File: config.mk
export PLATFORM = sky130hd
export DESIGN_NAME = keypad_scanner_flat
export DESIGN_NICKNAME = d
export VERILOG_FILES = /design/src/rtl/keypad_scanner_if.sv /design/src/rtl/keypad_scanner.sv /design/src/flat_wrapper.sv
export SDC_FILE = /design/constraint.sdc
export NUM_CORES = 1
export LEC_CHECK = 0
export ABC_CLOCK_PERIOD_IN_PS = 2600
export CAP_MARGIN = 5
export CORE_ASPECT_RATIO = 0.8
export CORE_MARGIN = 8
export CORE_UTILIZATION = 41
export DETAILED_ROUTE_END_ITERATION = 12
export MAX_ROUTING_LAYER = met4
export PLACE_DENSITY = 0.69
export SLEW_MARGIN = 20
export SYNTH_ARGS = -nofsm -noshare
export SYNTH_HDL_FRONTEND = slang
export SYNTH_SLANG_ARGS = --single-unit
File: constraint.sdc
create_clock -name clock -period 2.6 [get_ports clock]
set_input_delay 0.39 -clock clock [delete_from_list [all_inputs] [get_ports clock]]
set_output_delay 0.39 -clock clock [all_outputs]
set_load 0.02 [all_outputs]
File: src/rtl/keypad_scanner_if.sv
// Keypad scanner bus: matrix-side row/column lines plus the clean key event outputs.
//   row_in     keypad rows, active-low, asynchronous to the scanner clock
//   col_drive  column drive, active-low one-hot
//   key        last accepted key code {row_idx, col_idx}
//   key_valid  1-cycle pulse on every accepted key
//   shift      1-cycle pulse when the accepted key is a digit (0..9)
//   alarm_req  1-cycle pulse for code 10
//   time_req   1-cycle pulse for code 11
//   key_down   level, high while a key is held
// master: the scanner. slave: the consumer side (keypad model plus key register).
interface keypad_scanner_if;
  logic [3:0] row_in;
  logic [3:0] col_drive;
  logic [3:0] key;
  logic       key_valid;
  logic       shift;
  logic       alarm_req;
  logic       time_req;
  logic       key_down;

  modport master (
    input  row_in,
    output col_drive, key, key_valid, shift, alarm_req, time_req, key_down
  );

  modport slave (
    output row_in,
    input  col_drive, key, key_valid, shift, alarm_req, time_req, key_down
  );
endinterface

File: src/rtl/keypad_scanner.sv
// 4x4 matrix keypad scanner and debouncer. Drives one column at a time, samples the
// synchronised rows every SCAN_DIV clocks and debounces press and release over
// DEBOUNCE_CNT samples. Each accepted press produces one key_valid pulse plus the
// decoded shift/alarm_req/time_req pulse; nothing repeats while the key is held.
// Ports:
//   clock  system clock
//   reset  asynchronous, active-high
//   bus    keypad_scanner_if.master (row_in in; col_drive, key, strobes, key_down out)
module keypad_scanner #(
  parameter int unsigned SCAN_DIV     = 4,  // 4..255
  parameter int unsigned DEBOUNCE_CNT = 3   // 1..15
) (
  input  logic             clock,
  input  logic             reset,
  keypad_scanner_if.master bus
);

  typedef enum logic [1:0] {StScan, StDebounce, StHeld} state_e;

  state_e     state_q, state_d;
  logic [3:0] row_s1_q, row_s2_q;
  logic [7:0] div_cnt_q;
  logic [1:0] col_sel_q, col_sel_d;
  logic [3:0] code_q, code_d;
  logic [3:0] match_q, match_d;
  logic [3:0] rel_q, rel_d;
  logic [3:0] key_q;
  logic       key_valid_q, shift_q, alarm_q, time_q;

  logic       sample;
  logic       hit;
  logic [1:0] row_idx;
  logic [3:0] cur_code;
  logic [3:0] match_inc;
  logic [3:0] rel_inc;
  logic       accept;

  assign sample    = (div_cnt_q == 8'(SCAN_DIV - 1));
  assign cur_code  = {row_idx, col_sel_q};
  assign match_inc = match_q + 4'd1;
  assign rel_inc   = rel_q + 4'd1;

  // Exactly one row low is a hit; no-press and multi-row (ghosting) patterns are not.
  always_comb begin
    hit     = 1'b0;
    row_idx = 2'd0;
    unique case (row_s2_q)
      4'b1110: begin hit = 1'b1; row_idx = 2'd0; end
      4'b1101: begin hit = 1'b1; row_idx = 2'd1; end
      4'b1011: begin hit = 1'b1; row_idx = 2'd2; end
      4'b0111: begin hit = 1'b1; row_idx = 2'd3; end
      default: begin hit = 1'b0; row_idx = 2'd0; end
    endcase
  end

  // State register.
  always_ff @(posedge clock or posedge reset) begin
    if (reset) begin
      state_q <= StScan;
    end else begin
      state_q <= state_d;
    end
  end

  // Next-state and counter logic; the column only moves on samples in SCAN or on leaving.
  always_comb begin
    state_d   = state_q;
    col_sel_d = col_sel_q;
    code_d    = code_q;
    match_d   = match_q;
    rel_d     = rel_q;
    accept    = 1'b0;
    if (sample) begin
      unique case (state_q)
        StScan: begin
          if (hit) begin
            code_d  = cur_code;
            match_d = 4'd1;
            if (DEBOUNCE_CNT == 1) begin
              accept  = 1'b1;
              match_d = 4'd0;
              state_d = StHeld;
            end else begin
              state_d = StDebounce;
            end
          end else begin
            col_sel_d = col_sel_q + 2'd1;
          end
        end
        StDebounce: begin
          if (hit && (cur_code == code_q)) begin
            match_d = match_inc;
            if (match_inc == 4'(DEBOUNCE_CNT)) begin
              accept  = 1'b1;
              match_d = 4'd0;
              state_d = StHeld;
            end
          end else begin
            match_d   = 4'd0;
            col_sel_d = col_sel_q + 2'd1;
            state_d   = StScan;
          end
        end
        StHeld: begin
          if (row_s2_q == 4'hF) begin
            rel_d = rel_inc;
            if (rel_inc == 4'(DEBOUNCE_CNT)) begin
              rel_d     = 4'd0;
              col_sel_d = col_sel_q + 2'd1;
              state_d   = StScan;
            end
          end else begin
            rel_d = 4'd0;
          end
        end
        default: state_d = StScan;
      endcase
    end
  end

  // Datapath: synchroniser, divider, counters and registered event outputs.
  always_ff @(posedge clock or posedge reset) begin
    if (reset) begin
      row_s1_q    <= 4'hF;
      row_s2_q    <= 4'hF;
      div_cnt_q   <= 8'd0;
      col_sel_q   <= 2'd0;
      code_q      <= 4'd0;
      match_q     <= 4'd0;
      rel_q       <= 4'd0;
      key_q       <= 4'd0;
      key_valid_q <= 1'b0;
      shift_q     <= 1'b0;
      alarm_q     <= 1'b0;
      time_q      <= 1'b0;
    end else begin
      row_s1_q    <= bus.row_in;
      row_s2_q    <= row_s1_q;
      div_cnt_q   <= sample ? 8'd0 : div_cnt_q + 8'd1;
      col_sel_q   <= col_sel_d;
      code_q      <= code_d;
      match_q     <= match_d;
      rel_q       <= rel_d;
      key_valid_q <= accept;
      shift_q     <= accept && (cur_code < 4'd10);
      alarm_q     <= accept && (cur_code == 4'd10);
      time_q      <= accept && (cur_code == 4'd11);
      if (accept) begin
        key_q <= cur_code;
      end
    end
  end

  // Outputs.
  always_comb begin
    bus.col_drive = ~(4'b0001 << col_sel_q);
    bus.key_down  = (state_q == StHeld);
    bus.key       = key_q;
    bus.key_valid = key_valid_q;
    bus.shift     = shift_q;
    bus.alarm_req = alarm_q;
    bus.time_req  = time_q;
  end

endmodule

File: src/flat_wrapper.sv
// flat-port wrapper written by rule: the top's interface ports become plain ports
module keypad_scanner_flat 
#(
  parameter int unsigned SCAN_DIV     = 4,           
  parameter int unsigned DEBOUNCE_CNT = 3           
)
  (clock, reset, bus_row_in, bus_col_drive, bus_key, bus_key_valid, bus_shift, bus_alarm_req, bus_time_req, bus_key_down);
  keypad_scanner_if bus_i ();
  input  logic clock;
  input  logic reset;
  input wire logic [$bits(bus_i.row_in)-1:0] bus_row_in;
  output wire logic [$bits(bus_i.col_drive)-1:0] bus_col_drive;
  output wire logic [$bits(bus_i.key)-1:0] bus_key;
  output wire logic [$bits(bus_i.key_valid)-1:0] bus_key_valid;
  output wire logic [$bits(bus_i.shift)-1:0] bus_shift;
  output wire logic [$bits(bus_i.alarm_req)-1:0] bus_alarm_req;
  output wire logic [$bits(bus_i.time_req)-1:0] bus_time_req;
  output wire logic [$bits(bus_i.key_down)-1:0] bus_key_down;
  assign bus_i.row_in = bus_row_in;
  assign bus_col_drive = bus_i.col_drive;
  assign bus_key = bus_i.key;
  assign bus_key_valid = bus_i.key_valid;
  assign bus_shift = bus_i.shift;
  assign bus_alarm_req = bus_i.alarm_req;
  assign bus_time_req = bus_i.time_req;
  assign bus_key_down = bus_i.key_down;
  keypad_scanner #(.SCAN_DIV(SCAN_DIV), .DEBOUNCE_CNT(DEBOUNCE_CNT)) u_core (.clock(clock), .reset(reset), .bus(bus_i));
endmodule
-- Yosys cells after proc, flatten, opt, wreduce, memory -nomap -nowiden
Index checks and enable logic that the tools add are counted.
- output and inout port bits: 13
- register bits after elaboration: 40
- logic and storage cells: 76
- input bits: 6
- shift-type cells: 1
- add/subtract/negate cells: 4
- bitwise operators: 1
- magnitude comparators: 1
- mux-type cells: 24
- eq/ne operators: 19
- reduce and logical (&&, ||, !) cells: 13
- operators with widths (operator ; count):
    4-bit equality test (second input constant) ; 6
    4-bit two-way mux ; 5
    2-bit two-way mux ; 9
    2-bit case mux with 3 select lines ; 3
    4-bit by 1-bit adder with 4-bit output (second input constant) ; 2
    8-bit by 1-bit adder with 8-bit output (second input constant) ; 1
    4-bit by 2-bit equality test with 1-bit output (second input constant) ; 2
    8-bit by 2-bit equality test with 1-bit output (second input constant) ; 1
    8-bit two-way mux ; 1
    4-bit case mux with 2 select lines ; 1
    2-bit by 1-bit inequality test with 1-bit output (second input constant) ; 3
    3-bit AND reduction ; 2
    6-bit AND reduction ; 1
    1-bit two-way mux ; 5
    5-bit AND reduction ; 1
    4-bit by 3-bit equality test with 1-bit output (second input constant) ; 1
    4-bit equality test ; 1
    1-bit logical AND ; 4
    4-bit less-than comparator (second input constant) ; 1
    2-bit inequality test (second input constant) ; 2
    4-bit NOT ; 1
    4-bit OR reduction ; 1
    1-bit by 2-bit << shifter with 4-bit output (first input constant) ; 1
    3-bit inequality test (second input constant) ; 1
    other kinds (7) ; 7

-- Logic depth before layout (Yosys ltp)
- depth in word-level cells: 8
- gate-level depth with buffers: 7
- mapped depth without buffers: 7

-- Worst setup path before layout
OpenSTA, ideal clock, no wires.
- path kind: register -> register
- start point: register u_core.row_s2_q[3]
- end point: register u_core.key_q[0] (netlist: u_core.bus.key[0])
- setup slack: 393 ps
- library setup time: 125 ps
- arrival: 2082 ps
- stages on the path, launching flop included: 8
- required time: 2475 ps
- clock period less this slack: 2207 ps
- buffers on the path: 1
- cell sequence: dfstp_2 buf_4 nand4b_1 mux2_2 o21a_1 or3_4 nor3_4 mux2_2
- cells in the longest elaborated chain, start to end: 7
- elaborated cells between the ends (all ways): 12
- those cells by class: 5 x eq/ne; 5 x mux; 2 x reduce/logical
- ends and longest elaborated chain (element ; line ; RTL):
    start, declared ; keypad_scanner.sv:21 ; logic [3:0] row_s1_q, row_s2_q;
    start signal, assigned ; keypad_scanner.sv:138 ; row_s2_q <= row_s1_q;
    4-bit by 3-bit equality test with 1-bit output or 4-bit equality test (tied branches) ; keypad_scanner.sv:47 ; unique case (row_s2_q)
    2-bit case mux with 3 select lines or 4-bit OR reduction (tied branches) ; -- ;
    4-bit equality test or 1-bit two-way mux (tied branches) ; keypad_scanner.sv:91, keypad_scanner.sv:47 ;
    1-bit logical AND * ; keypad_scanner.sv:91 ; if (hit && (cur_code == code_q)) begin
    1-bit two-way mux * ; keypad_scanner.sv:91 ;
    1-bit two-way mux * ; keypad_scanner.sv:74 ; unique case (state_q)
    1-bit two-way mux * ; keypad_scanner.sv:73 ; if (sample) begin
    end signal, assigned ; keypad_scanner.sv:149 ; key_q <= cur_code;
    end, declared ; keypad_scanner.sv:27 ; logic [3:0] key_q;
Every way passes the cells marked *; elsewhere a longest branch is shown, timed or not.
A chain may end at the register's enable or synchronous reset.

-- Worst setup path after layout
- start point: register u_core.row_s2_q[3]
- end point: register u_core.key_q[2] (netlist: u_core.bus.key[2])
- cells in the longest elaborated chain, start to end: 7
- elaborated cells between the ends (all ways): 12
- those cells by class: 5 x eq/ne; 5 x mux; 2 x reduce/logical
- ends and longest elaborated chain (element ; line):
    4-bit by 3-bit equality test with 1-bit output or 4-bit equality test (tied branches) ; keypad_scanner.sv:47
    2-bit case mux with 3 select lines or 4-bit OR reduction (tied branches) ; --
    4-bit equality test or 1-bit two-way mux (tied branches) ; keypad_scanner.sv:91, keypad_scanner.sv:47
    1-bit logical AND ; keypad_scanner.sv:91
    1-bit two-way mux ; keypad_scanner.sv:91
    1-bit two-way mux ; keypad_scanner.sv:74
    1-bit two-way mux ; keypad_scanner.sv:73
Parallel ways exist; a longest one is shown, timed or not.

==> impl_metrics.py <==
metrics = {
    "power_and_ir_drop": {
        "power.leakage_nw": 1.019,
        "pwr_density_cell_mw_per_mm2": 648.3,
        "peakVddDrop_uv": 349.8,
    },
    "floorplan": {
        "core_area_mm2": 0.004652,
        "chipWidth_um": 94.22,
        "rows": 22,
        "initial_core_util": 0.4314,
        "die_y_um": 78.58,
        "io_pins": 19,
        "dieArea_mm2": 0.007403,
    },
    "finish": {
        "mostFrequentLayoutCells": "dfrtp_1 (32), clkdlybuf4s50_1 (18), nand2_1 (14), nor2_1 (12), inv_1 (11)",
        "syn2layout_area_growth_pct": 17.33,
        "seqCellArea_mm2": 0.001011,
        "utilization": 0.5062,
        "fin_cells": 272,
        "final_area_mm2": 0.002355,
        "multiInputGateArea_um2": 932.1,
        "nNetsFinal": 226,
        "n_antenna_cell": 0,
        "final_layout_size_suffix_gt1_frac": 0.1651,
        "layout_commonest_cell": "dfrtp_1",
        "nFillCells": 434,
    },
    "place": {
        "place_area_mm2": 0.002270,
        "placedCellCount": 264,
        "place_congestion": 0.8153,
        "port_buffers": 18,
        "dp_hpwl_um": 2637,
    },
    "run_status": {
        "status": "completed",
    },
    "yosys": {
        "synth.net_count": 201,
        "synth_top_flop_cell": "dfrtp_1",
        "muxShareOfSynthArea": 0.06110,
        "synth_area_mm2": 0.002007,
        "ys_async_sr_fraction": 1.000,
        "syn_inst": 186,
        "ys_types": 40,
        "synth_compound_area_frac": 0.1022,
        "synth_warnings": 0,
        "yosys.area_share.simple": 0.1970,
        "ys_seq_elements": 40,
        "ys_seq_area_frac": 0.5037,
        "yosys.area_share.adder": 0.05611,
        "synth_edf_count": 0,
        "synth_xor_area_frac": 0.04800,
        "synth_top_family_by_area": "simple AND/OR/NAND/NOR gates",
        "synth_area_per_cell_um2": 10.79,
    },
    "cts": {
        "numCtsBuffers": 5,
        "cts_resized": 0,
        "clk_pin_slew_worst_paths_ns": 0.07,
        "cts_hold_buf": 0,
        "clock_latency_ns": 0.29,
        "htree_levels": 2,
        "post_cts_buffers": 0,
        "cts_tree": "done",
        "cts_sinks": 40,
        "clockRootBuffer": "clkbuf_8",
        "clock_path_buffers": 2,
    },
    "worst_setup_path": {
        "start_kind": "register",
        "crit_fanout": 10,
        "crit_start": "u_core.row_s2_q[3]",
        "crit_path_end_kind": "register",
        "cp.required_ns": 2.77,
        "reg2reg_slack_ns": 0.22,
        "reg2regPathDepth": 6,
        "reg2reg_from": "u_core.row_s2_q[3]",
        "r2r_end": "u_core.bus.key[2]",
        "critPathArrivalTime_ns": 2.55,
        "critPathKind": "register to register",
    },
    "detailed_routing": {
        "drtIter0Drc": 110,
        "wl_per_cell_um": 13.06,
        "dr.pass1.iters": 4,
        "antenna_left": 0,
        "drc": 0,
        "routed_wl_um": 3551,
        "via_per_inst": 5.191,
        "vias": 1412,
    },
    "sta": {
        "skew_ns": 0.008067,
        "period_needed_ns": 2.384,
        "final.setup.tns_ns": 0,
        "drv_slew": 0,
        "hold_violations": 0,
        "maxSlewHeadroom": 0.6859,
        "timing.hold.ws_ns": 0.3575,
        "setup_viol": 0,
        "tightest_slew_ns": 0.4711,
        "max_freq_mhz": 419.5,
        "rsz0062_at_grt": "no",
        "fin_crit_sh": 0.9168,
    },
    "min_path": {
        "min_to": "u_core.row_s2_q[2]",
        "whs_path_depth": 0,
        "hp-class": "register to register",
        "min_from": "u_core.row_s1_q[2]",
    },
    "global_route": {
        "track_usage": 0.1039,
        "grt_overflow": 0,
        "grt_pass1_vias": 1304,
        "antenna_found_initial": 0,
        "grt_max_degree": 41,
        "grt_pass1_wl_um": 6023,
    },
    "flow_run": {
        "maxCapViolations": 0,
    },
}
==> how the worst max path moves through the flow <==
stage | end | cells past startpoint
after floorplan | u_core.bus.key[0] | 7
after global placement | u_core.bus.key[3] | 6
after detailed placement | u_core.bus.key[2] | 6
after CTS | u_core.bus.key[2] | 6
after global routing | u_core.bus.key[2] | 6
final | u_core.bus.key[2] | 6
==> cell families (layout without fill, tap and decap cells) <==
family	count (synthesis)	after routing
flops	40	40
xor+xnor	11	11
simple gates	68	68
compound gates	32	32
mux	11	11
buf+inv	15	41
fa+ha+maj	9	9
==> flip-flops by register name, summed over array words and instances, names as in the netlist <==
name and cells:
u_core.div_cnt_q 8, u_core.bus.key 4, u_core.code_q 4, u_core.match_q 4
u_core.rel_q 4, u_core.row_s1_q 4, u_core.row_s2_q 4, u_core.col_sel_q 2
u_core.state_q 2, u_core.bus.alarm_req 1, u_core.bus.key_valid 1, u_core.bus.shift 1
u_core.bus.time_req 1
==> metrics by stage <==
stage / worst slack [ns] / power [W]
after floorplan: 0.3933 / 0.001004
after global placement: 0.2875 / 0.001143
after detailed placement: 0.2407 / 0.001155
after CTS: 0.2238 / 0.001552
after global routing: 0.08804 / 0.001626
final: 0.2164 / 0.001527
==> worst max-delay path: stages, from the launching register on <==
cell and delay (ns):
dfstp_2 0.63, nor2b_1 0.27, mux2i_1 0.11, o21a_1 0.21, or3_4 0.43, nor3_4 0.25, mux2_2 0.37
==> report_power, final <==
group          switching (W)  leakage (nW)  internal, W
logic               0.000185         0.463     0.000181
clock network       0.000201        0.0412     0.000187
registers          0.0000858         0.515     0.000686
==> cell usage after synthesis (2+ instances only) <==
cell	n	area share
a21boi_0	2	0.0075
a21oi_1	6	0.015
a22o_1	2	0.0087
and2_1	3	0.0094
and3_1	4	0.012
and4_1	2	0.0087
buf_4	2	0.0075
clkbuf_1	2	0.0037
dfrtp_1	32	0.40
dfstp_2	8	0.10
ha_1	9	0.056
inv_1	11	0.021
mux2_2	10	0.056
nand2_1	14	0.026
nand2b_1	4	0.012
nand3_1	9	0.022
nand4_1	3	0.0094
nand4b_1	2	0.0087
nor2_1	12	0.022
nor2b_1	6	0.019
nor4_1	2	0.0062
o21a_1	3	0.011
o21ai_0	8	0.020
o22ai_1	2	0.0062
o31ai_1	3	0.011
or3_1	2	0.0062
xnor2_1	9	0.039
xor2_1	2	0.0087
==> per-layer routing <==
metal  vias to the layer above  track usage  wire length [um]
met2                        38       0.1387              1440
met3                         5      0.03517               202
met4                         0      0.03318                36
met1                       663       0.1424              1871
li1                        706            -                 -
met5                         -            -                 0
==> layout make-up <==
class,count,share of cell area
tap,60,0.03188
clock buffer,6,0.03082
clock inverter,2,0.005313
multi-input combinational,131,0.3959
sequential,40,0.4293
timing repair buffer,22,0.08927
inverter,11,0.01753
Power figures use the tool's default switching activity.
==> RTL change 1: new RTL, same flow settings <==
Make the reset (`reset`) synchronous in 2 clocked blocks. Comments in the files are not updated.
--- a/src/rtl/keypad_scanner.sv
+++ b/src/rtl/keypad_scanner.sv
@@ -55,5 +55,5 @@
 
   // State register.
-  always_ff @(posedge clock or posedge reset) begin
+  always_ff @(posedge clock) begin
     if (reset) begin
       state_q <= StScan;
@@ -120,5 +120,5 @@
 
   // Datapath: synchroniser, divider, counters and registered event outputs.
-  always_ff @(posedge clock or posedge reset) begin
+  always_ff @(posedge clock) begin
     if (reset) begin
       row_s1_q    <= 4'hF;
Function: differs if reset is asserted again (counterexample within 10 cycles, from zero or initial values and one cycle with reset high); with reset held inactive, the same outputs for 10 cycles.
==> RTL change 1 against the unedited design <==
Global-route usage up 1.8 points. Routed wire length up 22%. Highest routed layer unchanged. Sequential cell count unchanged. Largest cell class is now multi-input gates. Worst hold slack better by 0.055 ns. Design area up 4.9%. Setup slack better by 0.021 ns. Count of clock-buffer cells in the layout unchanged. Critical endpoint is now u_core.col_sel_q[0]. Synthesized area up 5.3%. Via count up 22%. Non-clock buffer count up 1.
Power is not compared: it rests on default switching activity, and its combinational part moved more than twofold at a synthesized area within 25%.
==> RTL change 1: results (changes against the unedited design) <==
largest_reg_flops: 8  # unchanged
reg2regPathDepth: 5  # -1
crit_slowest_cell: "or4_1"
grt_pass1_vias: 1631  # +25%
drtPass1Iterations: 5  # +1
place_congestion: 0.817  # +0.18%
diodes: 0  # unchanged
grt_max_degree: 20  # -51%
h-tree-depth: 2  # unchanged
hold_depth: 1  # +1
place_hpwl_mm: 3.23  # +22%
io_buffers: 18  # unchanged
cts_made_buffers: 5  # unchanged
regMostFlops: "u_core.div_cnt_q"
fin_skew_ns: 0.00578  # -0.00228 ns
place_ws_ns: 0.259  # +0.0178 ns
place_area_um2: 2360  # +4.1%
first_iter_violations: 107  # -2.7%
path_max_fanout: 5  # -5
grt_pass1_wl_mm: 7.40  # +23%
post_cts_resized: 0  # unchanged
synth_area_leaders: "dfxtp_1 38%, ha_1 5.3%, nor2_1 3.9%, a21oi_1 3.1%, xor2_1 2.9%"
seq_area_um2: 801  # -21%
clockRootBuffer: "clkbuf_8"
synth.net_count: 255  # +27%
cp.arrival_ns: 2.53  # -0.02 ns
hold_path.class: "reg -> reg"
p_switching_w: 0.000287
yosys-top-cells-count: "40 x dfxtp_1, 22 x nor2_1, 16 x inv_1"
relSlewSlack: 0.525  # -0.161
p_leak_nw: 0.927
cap_violations: 0  # unchanged
final_nets: 273  # +21%
drive_gt1_frac: 0.120  # -0.0454
grt_antenna_before_repair: 0  # unchanged
ys_types: 49  # +23%
critPathMaxStageDelay_ns: 0.55  # -0.08 ns
global_route.usage.total: 0.122  # +0.0182
clk_pin_slew_ns: 0.08
num_vias: 1720  # +22%
wl_per_cell_um: 13.5  # +3.3%
insertion_delay_ns: 0.28
cp_top_family: "simple AND/OR/NAND/NOR gates"
cts_setup_buffers: 0  # unchanged
status: "finished clean"
fillers: 461  # +6.2%
synthArstFlopShare: 0  # -1.00
cts_buffer_depth: 2  # unchanged
ys_seq_area_frac: 0.379  # -0.125
RTL change 1: cell count changes after synthesis, moves of 6 or more:
cell      before  now
dfrtp_1       32    0
a21oi_1        6   13
dfxtp_1        0   40
o21ai_0        8    2
clkbuf_1       2   11
dfstp_2        8    0
or2_2          1    9
nor2_1        12   22
mux2_2        10    2
xnor2_1        9    2
nor3_1         0    6
RTL change 1: logic make-up after synthesis:
group / count (synthesis) / synth area share
compound gates: 44 / 0.171
mux: 7 / 0.0343
buf+inv: 28 / 0.0503
flops: 40 / 0.379
xor+xnor: 9 / 0.0373
simple gates: 103 / 0.275
fa+ha+maj: 9 / 0.0533
RTL change 1: worst paths after layout:
path | start | endpoint | slack (ns)
worst max register to register | u_core.div_cnt_q[5] | u_core.col_sel_q[0] | 0.24
worst max-delay path | u_core.div_cnt_q[5] | u_core.col_sel_q[0] | 0.24
worst min register to register | u_core.row_s1_q[3] | u_core.row_s2_q[3] | 0.41
worst min-delay path | u_core.row_s1_q[3] | u_core.row_s2_q[3] | 0.41
RTL change 1: final cells by class:
class | instances | share of cell area
well taps | 62 | 0.0314
inverters | 16 | 0.0243
repair buffers | 23 | 0.0881
multi-input cells | 172 | 0.488
clock buffers | 6 | 0.0294
clock inverters | 2 | 0.0142
flip-flops and latches | 40 | 0.324
RTL change 1: stage by stage:
step                      hold WS [ns]  cells  total power (W)
after floorplan                  0.389    240         0.000737
after global placement           0.395    313         0.000770
after detailed placement         0.397    313         0.000771
after CTS                        0.417    321          0.00126
after global routing             0.421    321          0.00130
final                            0.413    321          0.00125
RTL change 1: power by group through the flow:
stage	Sequential, W	Combinational (W)	Clock, W
2_1_floorplan	0.000648	0.0000896	0
3_3_place_gp	0.000655	0.000114	0
3_5_place_dp	0.000656	0.000116	0
4_1_cts	0.000641	0.000116	0.000507
5_1_grt	0.000644	0.000129	0.000531
6_report	0.000641	0.000116	0.000492
RTL change 1: routing by layer:
metal | track usage | up-vias | wire, um
met1 | 0.159 | 793 | 2170
li1 | - | 890 | -
met2 | 0.187 | 33 | 1890
met4 | 0.0230 | 0 | 20
met3 | 0.0317 | 4 | 249
met5 | - | - | 0
==> RTL change 2: new RTL, same settings <==
Without the edit above. Encoding of `state_e`: now one-hot (3 bits for 3 states).
--- a/src/rtl/keypad_scanner.sv
+++ b/src/rtl/keypad_scanner.sv
@@ -16,5 +16,5 @@
 );
 
-  typedef enum logic [1:0] {StScan, StDebounce, StHeld} state_e;
+  typedef enum logic [2:0] {StScan = 3'b001, StDebounce = 3'b010, StHeld = 3'b100} state_e;
 
   state_e     state_q, state_d;
Behaviour: no difference found for any inputs over 10 cycles, from zero or initial values and one cycle with reset high; not proved beyond that.
==> RTL change 2 against the unedited design <==
Clock skew decreased by 0.0028 ns. Synthesized area up 3.4%. Maximum frequency rose by 9.6%. Critical path depth decreased by 1. Sequential power grew 3.8%. Setup slack gained 0.21 ns. Total power grew 4.4%. Sequential cell count is 1 higher. Design area increased by 1.4%. Routed wire length is 1.7% higher. First-iteration DRC count shrank 30%. Sequential share of layout area rose by 0.49 points. Final cell count increased by 1.8%.
==> RTL change 2: results (changes against the unedited design) <==
status: "finished clean"
synthCells: 193  # +3.8%
place_ws_ns: 0.414  # +0.174 ns
wl_met1_mm: 1.89  # +1.1%
grt_max_degree: 42  # +2.4%
grt_use_met1: 0.145  # +0.00252
wirelength_mm: 3.61  # +1.7%
sh_seq_area: 0.434  # +0.00493
buffers: 20  # -9.1%
place_congestion: 0.826  # +1.3%
synth.net_count: 208  # +3.5%
ir_drop_v: 0.000388  # +11%
largest_reg_flops: 8  # unchanged
p_sw_frac: 0.311  # +0.00189
place_area_um2: 2290  # +0.99%
ys_seq_elements: 41  # +2.5%
synthMuxAreaShare: 0.0380  # -0.0231
use_met2: 0.157  # +0.0186
ys_seq_area_frac: 0.500  # -0.00404
first_iter_violations: 77  # -30%
grt_pass1_wl_mm: 6.49  # +7.7%
buf_share: 0.0817  # -0.00755
dp.cells: 269  # +1.9%
path_max_fanout: 7  # -3
drive_gt1_frac: 0.158  # -0.00695
regMostFlops: "u_core.div_cnt_q"
p_seq_w: 0.000801  # +3.8%
met3_usage: 0.0291  # -0.00604
p_leak_nw: 1.05  # +3.2%
grt_pass1_vias: 1432  # +9.8%
clockRootBuffer: "clkbuf_8"
final_cell_area_um2: 2390  # +1.4%
ys_types: 46  # +15%
wl_per_cell_um: 13.0  # -0.17%
wl_met3_um: 137  # -32%
synth_compound_area_frac: 0.128  # +0.0255
cp.arrival_ns: 2.36  # -0.19 ns
yosys-top-cells-count: "32 x dfrtp_1, 14 x nand2_1, 12 x inv_1, 12 x nand3_1, 11 x o21ai_0"
synthAdderAreaFrac: 0.0542  # -0.00186
powerClk_w: 0.000434  # +12%
worst_pin_slew_ns: 0.505  # +0.0341 ns
wl_met2_mm: 1.53  # +6.5%
multi_input_area_share: 0.392  # -0.00350
inverters: 12  # +1
comb_power_w: 0.000359  # -2%
fin_worst_hold_slack_ns: 0.357  # -0.000315 ns
hold_depth: 0  # unchanged
reg2reg_slack_ns: 0.42  # +0.21 ns
fin_skew_ns: 0.00531  # -0.00275 ns
global_route.usage.total: 0.109  # +0.00541
place_hpwl_mm: 2.66  # +0.74%
clk_share: 0.0403  # +0.00420
num_vias: 1433  # +1.5%
reg2regPathDepth: 5  # -1
layout.comb_gates.multi_input: 134  # +2.3%
synth-xor-area-share: 0.0500  # +0.00203
==> RTL change 2: critical path, stage by stage, from the launching register on <==
cell,delay [ns]
dfstp_2,0.62
xor2_1,0.23
nand3_1,0.15
a211oi_1,0.30
and4_1,0.40
mux2_2,0.37
==> RTL change 2: how the worst max path moves through the flow <==
stage,startpoint,cells past startpoint,slack [ns],end
2_1_floorplan,u_core.match_q[0],7,0.59,u_core.bus.key[0]
3_3_place_gp,u_core.row_s2_q[3],5,0.46,u_core.bus.key[3]
3_5_place_dp,u_core.row_s2_q[3],5,0.41,u_core.bus.key[1]
4_1_cts,u_core.row_s2_q[3],5,0.41,u_core.bus.key[1]
5_1_grt,u_core.row_s2_q[3],6,0.27,u_core.bus.alarm_req
6_report,u_core.row_s2_q[3],5,0.42,u_core.bus.key[1]
==> RTL change 2: kinds of logic after synthesis <==
kind of cell,after synthesis
compound gates,39
mux,7
simple gates,68
xor+xnor,11
flops,41
buf+inv,18
fa+ha+maj,9
